[src/rtl/da_fir_pkg.sv]
// Shared constants and width helpers for the DA FIR compressor/accumulator tail.
package da_fir_pkg;

  localparam int W_DEFAULT = 4;
  localparam int B_DEFAULT = 8;

  // Width of a resolved S + 2C + COUT*2^W slice value.
  function automatic int calc_vw(input int w);
    return w + 2;
  endfunction

  // Width of the signed accumulator holding B MSB-first weighted slices.
  function automatic int calc_aw(input int w, input int b);
    return w + 2 + b;
  endfunction

endpackage

[src/rtl/csa_to_bin.sv]
// Combinational resolver: turns a redundant (S, C, COUT) slice into one
// unsigned binary value. The sum can never overflow the VW-bit result.
module csa_to_bin
  import da_fir_pkg::*;
#(
  parameter int W = W_DEFAULT,
  localparam int VW = calc_vw(W)
) (
  input  logic [W-1:0]  s,
  input  logic [W-1:0]  c,
  input  logic          cout,
  output logic [VW-1:0] v
);

  // S has weight 2^i, C has weight 2^(i+1), COUT has weight 2^W.
  always_comb begin
    v = VW'(s) + (VW'(c) << 1) + (VW'(cout) << W);
  end

endmodule

[src/rtl/csa_resolve_acc.sv]
// Resolves compressor slices to binary and accumulates them MSB-first into
// one signed filter output every B accepted slices. Two register stages:
// R holds the resolved slice, A holds the running sum and the output.
module csa_resolve_acc
  import da_fir_pkg::*;
#(
  parameter int W = W_DEFAULT,
  parameter int B = B_DEFAULT,
  localparam int VW = calc_vw(W),
  localparam int AW = calc_aw(W, B)
) (
  input  logic          clk,
  input  logic          rst_n,
  input  logic [W-1:0]  s_in,
  input  logic [W-1:0]  c_in,
  input  logic          cout_in,
  input  logic          in_valid,
  output logic          in_ready,
  output logic [AW-1:0] out_data,
  output logic          out_valid,
  input  logic          out_ready,
  output logic          busy
);

  localparam int CW = (B > 1) ? $clog2(B) : 1;
  localparam logic [CW-1:0] LAST_SLICE = CW'(B - 1);

  logic                 stall;
  logic                 xfer;
  logic [VW-1:0]        v_res;
  logic [VW-1:0]        v_r;
  logic                 first_r;
  logic                 last_r;
  logic                 valid_r;
  logic [CW-1:0]        slice_cnt;
  logic signed [AW-1:0] acc;
  logic signed [AW-1:0] acc_next;
  logic signed [AW-1:0] v_ext;

  csa_to_bin #(.W(W)) u_resolve (
    .s    (s_in),
    .c    (c_in),
    .cout (cout_in),
    .v    (v_res)
  );

  // Handshake: a result nobody takes freezes the whole pipe.
  always_comb begin
    stall    = out_valid & ~out_ready;
    in_ready = ~stall;
    xfer     = in_valid & in_ready;
    busy     = (slice_cnt != '0) | valid_r;
  end

  // Slice 0 carries the sign weight, later slices double and add.
  always_comb begin
    v_ext    = $signed({{(AW - VW){1'b0}}, v_r});
    acc_next = first_r ? -v_ext : ((acc <<< 1) + v_ext);
  end

  // Stage R: capture the resolved slice and its position within the sample.
  always_ff @(posedge clk) begin
    if (!rst_n) begin
      v_r       <= '0;
      first_r   <= 1'b0;
      last_r    <= 1'b0;
      valid_r   <= 1'b0;
      slice_cnt <= '0;
    end else if (!stall) begin
      valid_r <= xfer;
      if (xfer) begin
        v_r       <= v_res;
        first_r   <= (slice_cnt == '0);
        last_r    <= (slice_cnt == LAST_SLICE);
        slice_cnt <= (slice_cnt == LAST_SLICE) ? '0 : slice_cnt + CW'(1);
      end
    end
  end

  // Stage A: fold the slice into the sum and publish it on the last slice.
  always_ff @(posedge clk) begin
    if (!rst_n) begin
      acc       <= '0;
      out_data  <= '0;
      out_valid <= 1'b0;
    end else if (!stall) begin
      if (valid_r) begin
        acc <= acc_next;
      end
      out_valid <= valid_r & last_r;
      if (valid_r & last_r) begin
        out_data <= acc_next;
      end
    end
  end

endmodule

[config.mk]
export PLATFORM = sky130hd
export DESIGN_NAME = csa_resolve_acc
export DESIGN_NICKNAME = d
export VERILOG_FILES = /design/src/rtl/da_fir_pkg.sv /design/src/rtl/csa_to_bin.sv /design/src/rtl/csa_resolve_acc.sv
export SDC_FILE = /design/constraint.sdc
export NUM_CORES = 1
export LEC_CHECK = 0
export BUFFER_PORTS_ARGS = -buffer_cell sky130_fd_sc_hd__buf_2
export CAP_MARGIN = 30
export CORE_ASPECT_RATIO = 0.5
export CORE_MARGIN = 2
export CORE_UTILIZATION = 55
export CTS_CLUSTER_DIAMETER = 80
export DETAILED_ROUTE_END_ITERATION = 7
export PLACE_DENSITY = 0.85
export SLEW_MARGIN = 20
export SYNTH_ARGS = -nofsm -noshare
export SYNTH_HDL_FRONTEND = slang
export SYNTH_SLANG_ARGS = --single-unit
[constraint.sdc]
create_clock -name clk -period 2.7 [get_ports clk]
set_input_delay 0.54 -clock clk [delete_from_list [all_inputs] [get_ports clk]]
set_output_delay 0.54 -clock clk [all_outputs]
set_load 0.1 [all_outputs]
* Word-level counts from Yosys, hierarchy flattened
Index checks and enable logic that the tools add are counted.
** Storage, ports and cells
- Flip-flop bits (word level) :: 40
- Input bits :: 13
- Output and inout bits :: 17
- Word-level logic and storage cells :: 27
** Cells by class
- Add/subtract/negate cells :: 5
- Equal/unequal tests :: 1
- Muxes and demuxes :: 2
- Bitwise gates (word level) :: 6
- Reductions and logical operators :: 5
** Operators by type and width (number)
- 14-bit by 7-bit adder with 14-bit output :: 1
- 14-bit 2-to-1 mux :: 1
- 6-bit negation with 14-bit output :: 1
- 4-bit by 5-bit adder with 6-bit output :: 1
- 6-bit by 5-bit adder with 6-bit output :: 1
- 2-bit AND reduction :: 3
- 3-bit by 1-bit adder with 3-bit output, second input constant :: 1
- 1-bit bitwise AND :: 3
- 3-bit equality test, second input constant :: 1
- 3-bit zero test :: 1
- 3-bit 2-to-1 mux :: 1
- 3-bit nonzero test :: 1
- 1-bit inverter :: 2
- 1-bit bitwise OR :: 1

* Longest topological paths before layout
Gate-level depths: netlist (run 1).
- Word-level depth :: 5
- Gate-level depth with buffers :: 8
- Mapped depth without buffers :: 8

* Cells and area by module
Synthesis (run 1) repeated with hierarchy kept, for this count alone.
** Unflattened totals
- Cells, all modules :: 281
- Area total of the unflattened synthesis :: 2369.8 um2
** Modules (own cells, without submodules)
- csa_resolve_acc :: times used 1, cells each 264, area each 2225.9 um2, seq. area each 800.8 um2
- csa_to_bin :: times used 1, cells each 17, area each 143.9 um2, seq. area each 0.0 um2

* Least setup slack after synthesis (run 1)
No wires, ideal clock.
- Path type :: register -> register
- From :: reg out_valid
- To :: reg out_data[13]
- Library setup time :: 127 ps
- Arrival time :: 2508 ps
- Required time :: 2573 ps
- Setup slack :: 65 ps
- Stages on the path, launching flop included :: 7
- Path buffers :: 1
- Period minus slack after synthesis :: 2635 ps
- Cells stage by stage :: dfxtp_1 -> nand2b_2 -> and3_1 -> clkbuf_1 -> and4b_1 -> a31oi_1 -> o41ai_2
** Between the ends
- Longest elaborated chain between the ends :: 3
** Ends and longest elaborated chain
- start: declaration :: line csa_resolve_acc.sv:20 : output logic out_valid,
- start signal: assignment :: line csa_resolve_acc.sv:90 : out_valid <= valid_r & last_r;
- 1-bit bitwise AND :: line csa_resolve_acc.sv:49 : stall = out_valid & ~out_ready;
- 1-bit inverter (no line)
- via in_ready :: line csa_resolve_acc.sv:18 : output logic in_ready,
- 2-bit AND reduction (no line)
- end signal: assignment :: line csa_resolve_acc.sv:92 : out_data <= acc_next;
- end: declaration :: line csa_resolve_acc.sv:19 : output logic [AW-1:0] out_data,
The timed path passes the listed nets, and every way through them passes these cells.
A chain may end at the register's enable or synchronous reset.

* Worst setup path after layout (run 1)
- From :: reg v_r[1]
- To :: reg acc[9]
** Between the ends
- Longest elaborated chain between the ends :: 2
- Elaborated cells between the ends (all ways) :: 3
- Classes of those cells :: 2 x add/sub; 1 x mux
** Ends and longest elaborated chain
- start: declaration :: line csa_resolve_acc.sv:31 : logic [VW-1:0] v_r;
- start signal: assignment :: line csa_resolve_acc.sv:72 : v_r <= v_res;
- 14-bit by 7-bit adder with 14-bit output or 6-bit negation with 14-bit output (tied branches) :: line csa_resolve_acc.sv:58 : acc_next = first_r ? -v_ext : ((acc <<< 1) + v_ext);
- 14-bit 2-to-1 mux (*) :: line csa_resolve_acc.sv:58
- end signal: assignment :: line csa_resolve_acc.sv:88 : acc <= acc_next;
- end: declaration :: line csa_resolve_acc.sv:36 : logic signed [AW-1:0] acc;
Every way passes the cells marked *; elsewhere a longest branch is shown, timed or not.

==> results of run 1 <==
-- area by class of cell --
class | count | area, µm² | area share [%]
timing repair buffer | 32 | 167.7 | 6.819
clock inverter | 2 | 10.01 | 0.4071
tap | 54 | 67.56 | 2.748
multi-input combinational | 202 | 1296 | 52.72
clock buffer | 6 | 82.58 | 3.359
sequential | 40 | 800.8 | 32.57
inverter | 9 | 33.78 | 1.374
-- layer usage --
metal  routed length, µm  up-vias  global-route usage, %
li1                    -     1008                      -
met1                2154      902                  28.17
met2                2192       81                  36.31
met3                 382       15                  5.719
met4                 123        0                  12.32
met5                   0        -                      0
-- logic make-up (layout without fill, tap and decap cells) --
group	Yosys count	after routing	share of synthesized area, %
simple gates	93	93	21.38
buf+inv	27	49	5.471
mux	2	2	0.9025
fa+ha+maj	16	16	9.701
xor+xnor	9	9	3.553
flops	40	40	36.10
compound gates	82	82	22.90
-- worst reg2reg max path: cells and delay by family (launching register included) --
kind	cells	cell delay [ns]
compound gates	3	0.83
fa+ha+maj	2	0.60
buf+inv	1	0.06
flops	1	0.39
simple gates	2	0.28
-- Yosys cell counts (5+ instances only) --
cell and number:
a211oi_1 8, dfxtp_1 40, buf_2 6, nor3_1 6
xnor2_1 5, inv_1 8, a21oi_1 29, nand2_1 27
nor2_1 11, nand3_1 20, nand4_1 5, ha_1 14
nor2b_1 5, clkbuf_1 7, o21ai_0 21
-- where the power goes --
group          internal [mW]  total (mW)  switching [mW]
registers              0.609       0.637          0.0278
clock network          0.204       0.417           0.213
logic                 0.0898       0.219           0.129
total                  0.903        1.27           0.370
-- worst max path at each step --
stage                         endpoint  slack (ns)  cells past startpoint
after CTS                       acc[9]        0.50                      8
after detailed placement        acc[9]        0.52                      8
final                           acc[9]        0.48                      8
after global placement          acc[9]        0.62                      8
after global routing       out_data[9]        0.35                      8
after floorplan           out_data[13]        0.06                      6
-- state kept, by name, summed over array words and instances, names as in the netlist --
signal	count
out_data	14
acc	13
v_r	6
slice_cnt	3
first_r	1
last_r	1
out_valid	1
valid_r	1
==> flow_summary.json, run 1 <==
{
  "place_inst": 337,
  "cts-root-buf": "clkbuf_8",
  "synth_top_area_share_pct": 36.10,
  "io_pins": 30,
  "slew_headroom_pct": 61.01,
  "area_delta_synth_final_pct": 10.83,
  "antenna_found_initial": 0,
  "critPathCaptureType": "flip-flop",
  "via_per_inst": 5.814,
  "worstPathMaxFanout": 8,
  "fin_util_pct": 63.31,
  "drtPass1Iterations": 4,
  "final_cell_mix": "dfxtp_1 (40), a21oi_1 (29), buf_2 (29)",
  "avgSynthCellArea_um2": 8.247,
  "place_area_um2": 2366,
  "gp_congestion": 0.9029,
  "cp-startpoint": "v_r[1]",
  "portBuffers": 29,
  "pre_cts_ws_ns": 0.5173,
  "fin_crit_ns": 2.218,
  "synth_edf_count": 0,
  "die_h_um": 48.91,
  "finish.instance_area_um2": 2459,
  "fin_skew_ns": 0.005056,
  "hold_end": "acc[0]",
  "postSynthCellCount": 269,
  "final_common_cell": "dfxtp_1",
  "holdPathStages": 2,
  "vias": 2006,
  "core_area_um2": 3884,
  "r2r-start": "v_r[1]",
  "clkSinkCount": 40,
  "r2r_cells": 8,
  "post_cts_buffers": 0,
  "tns_ns": 0,
  "cts_hold_buf": 0,
  "syn_nets": 298,
  "status": "completed",
  "grt_usage_pct": 22.66,
  "ys_seq_area_share_pct": 36.10,
  "drt.antenna.violating_nets": 0,
  "rows": 16,
  "cts.path.max_buffers": 2,
  "synth_area_um2": 2218,
  "synthFlopType": "dfxtp_1",
  "die_x_um": 93.82,
  "rrSetupSlack_ns": 0.48,
  "finalCritPeriodShare_pct": 82.16,
  "p_per_area_nw_per_um2": 517.7,
  "dpl.hpwl_um": 3450,
  "worstSetupPathType": "reg2reg",
  "clk_pin_slew_ns": 0.08,
  "start_util_pct": 57.12,
  "synth-seq-cells": 40,
  "grt_pass1_wl_um": 8183,
  "timing.rr.end": "acc[9]",
  "setup_ws_ns": 0.4817,
  "routed_wirelength_um": 4851,
  "rsz0062_at_grt": "no",
  "crit_slowest_cell": "dfxtp_1",
  "grt_max_degree": 32,
  "critical_path_arrival_ns": 2.45,
  "grt_overflow_total": 0,
  "nFillCells": 347,
  "stdcell_count": 345,
  "wl_per_cell_um": 14.06,
  "clk_latency_ns": 0.30,
  "cts_tree": "done",
  "drv_cap": 0,
  "whs_ns": 0.4654,
  "tightest_slew_ns": 0.5848,
  "route.detailed.drc": 0,
  "critPathTopFamily": "compound AO/OA/AOI/OAI gates",
  "cts_buffers": 5,
  "htreeDepth": 2,
  "critPathBufInv": 1,
  "yosysUniqueCellTypes": 49,
  "hp-start": "acc[0]",
  "cp-start-kind": "flip-flop",
  "vdd_drop_max_mv": 0.2290,
  "crit_path_cell_trace": "ha_1 -> inv_1 -> fa_1 -> nor2b_1 -> o31a_1 -> nor4_1 -> a311o_1 -> o21ai_1",
  "synth_top_area_cell": "dfxtp_1",
  "drt_iter0_drc": 138,
  "setup_viol": 0,
  "holdCritPathClass": "reg2reg",
  "required_ns": 2.93,
  "die_area_um2": 4588,
  "post_cts_resized": 0,
  "fin_nets": 319,
  "p_leak_nw": 0.9971,
  "diodes": 0,
  "cpPeakStageDelay_ns": 0.39,
  "grt_pass1_vias": 1871,
  "hold_violations": 0,
  "synth_area_leaders": "dfxtp_1 (36%), ha_1 (7.9%), a21oi_1 (6.5%)",
  "async_flop_share_pct": 0,
  "power.total_mw": 1.273,
  "synth_warnings": 0,
  "drive_above_1_share_pct": 16.49,
  "max_freq_mhz": 450.8,
  "drv_slew": 0
}
No activity file was read; power rests on OpenSTA's default activity.
==> run 2: changes to the inputs <==
- CORE_UTILIZATION: 55 -> 51
- PLACE_DENSITY: 0.85 -> 0.83
- clock period: 2.7 -> 2 ns (I/O delays scaled with it)
==> run 2 against run 1 <==
Effect of this change:
- critical path depth increased by 1
- final cell count increased by 3.5%
- utilization increased by 2.1 points
- clock skew about the same
- register-to-register slack got worse by 0.49 ns
- power increased by 56%
- the run now ends with negative setup slack left
==> flow_summary.json, run 2 (synthesis results as in run 1) <==
{
  "hold_violations": 0,
  "io_pins": 30,
  "drv_slew": 0,
  "max_freq_mhz": 497.2,
  "die_area_um2": 4925,
  "cts.path.max_buffers": 2,
  "route.detailed.drc": 0,
  "setup_viol": 2,
  "die_x_um": 97.27,
  "final_common_cell": "dfxtp_1",
  "worstSetupPathType": "reg2reg",
  "rsz0062_at_grt": "yes",
  "grt_pass1_wl_um": 8797,
  "cts_tree": "done",
  "diodes": 0,
  "dpl.hpwl_um": 3827,
  "critPathCaptureType": "flip-flop",
  "vdd_drop_max_mv": 0.4131,
  "slew_headroom_pct": 67.69,
  "largest_reg_flops": 14,
  "tightest_slew_ns": 0.4881,
  "area_delta_synth_final_pct": 19.29,
  "grt_usage_pct": 22.40,
  "drv_cap": 0,
  "worstPathMaxFanout": 4,
  "status": "complete, but fails checks",
  "grt_max_degree": 22,
  "finalCritPeriodShare_pct": 100.6,
  "wl_per_cell_um": 15.43,
  "drtPass1Iterations": 6,
  "gp_congestion": 0.9032,
  "vias": 2133,
  "largest-register": "out_data",
  "fin_skew_ns": 0.004984,
  "drt_iter0_drc": 158,
  "whs_ns": 0.3430,
  "pre_cts_ws_ns": -0.04445,
  "power.total_mw": 1.981,
  "via_per_inst": 5.975,
  "cp-start-kind": "flip-flop",
  "cts_buffers": 5,
  "grt_overflow_total": 0,
  "drive_above_1_share_pct": 23.10,
  "p_per_area_nw_per_um2": 748.4,
  "critical_path_arrival_ns": 2.24,
  "htreeDepth": 2,
  "start_util_pct": 54.86,
  "grt_pass1_vias": 1941,
  "nFillCells": 341,
  "cts-root-buf": "clkbuf_8",
  "clkSinkCount": 40,
  "holdCritPathClass": "in2reg",
  "drt.antenna.violating_nets": 0,
  "fin_crit_ns": 2.011,
  "required_ns": 2.23,
  "clk_pin_slew_ns": 0.08,
  "fin_nets": 332,
  "antenna_found_initial": 0,
  "reg_top3": "out_data x14, acc x13, v_r x6",
  "rows": 16,
  "die_h_um": 50.64,
  "final_cell_mix": "dfxtp_1 (37), a21oi_1 (29), buf_2 (28)",
  "portBuffers": 29,
  "core_area_um2": 4044,
  "fin_util_pct": 65.44,
  "setup_ws_ns": -0.01139,
  "clk_latency_ns": 0.30,
  "cts_hold_buf": 0,
  "p_leak_nw": 1.084,
  "tns_ns": -0.01612,
  "violations": "negative setup slack",
  "routed_wirelength_um": 5509
}
## run 2: timing repair
action	CTS	global route
gates resized for setup	3	13
pin swaps	1	6
endpoints found under the setup margin	5	17
setup buffers	0	3
endpoints found under the hold margin	0	0
## run 2: layer usage
layer | vias up | track usage (%) | part of all wire, %
li1 | 1033 | - | -
met1 | 977 | 28.07 | 42
met2 | 109 | 37.96 | 47
met3 | 14 | 5.710 | 9.0
met4 | 0 | 8.333 | 1.9
met5 | - | 0 | 0
## run 2: report_power, final
part	switching (mW)	internal, mW	leakage, nW
clock network	0.287	0.491	0.0642
registers	0.0313	0.823	0.327
logic	0.200	0.147	0.693
## run 2: critical path, cell delays in order (launching register included)
cell	delay [ns]
dfxtp_2	0.36
ha_4	0.14
inv_2	0.04
fa_2	0.36
nor2b_2	0.15
o31a_1	0.22
buf_4	0.16
nor4_1	0.04
a311o_1	0.34
o21ai_1	0.15
## run 2: final timing paths
kind | endpoint | start | depth (start not counted) | slack (ns)
worst min-delay path | v_r[0] | s_in[0] | 3 | 0.34
worst max register to register | acc[9] | v_r[1] | 9 | -0.01
worst max-delay path | acc[9] | v_r[1] | 9 | -0.01
worst min register to register | out_data[7] | out_data[7] | 2 | 0.46
## run 2: layout make-up
| class | count | area (µm²) | share of cell area, % |
|---|---|---|---|
| clock buffers | 5 | 68.82 | 2.600 |
| clock inverters | 2 | 60.06 | 2.270 |
| inverters | 9 | 33.78 | 1.277 |
| multi-input cells | 202 | 1340 | 50.64 |
| flip-flops and latches | 40 | 804.5 | 30.40 |
| well taps | 54 | 67.56 | 2.553 |
| repair buffers | 45 | 271.5 | 10.26 |
## run 2: per-stage QoR
step,instances,instance area (µm²)
2_1_floorplan,269,2225
6_report,357,2646
3_5_place_dp,347,2447
3_3_place_gp,347,2447
4_1_cts,354,2582
5_1_grt,357,2646
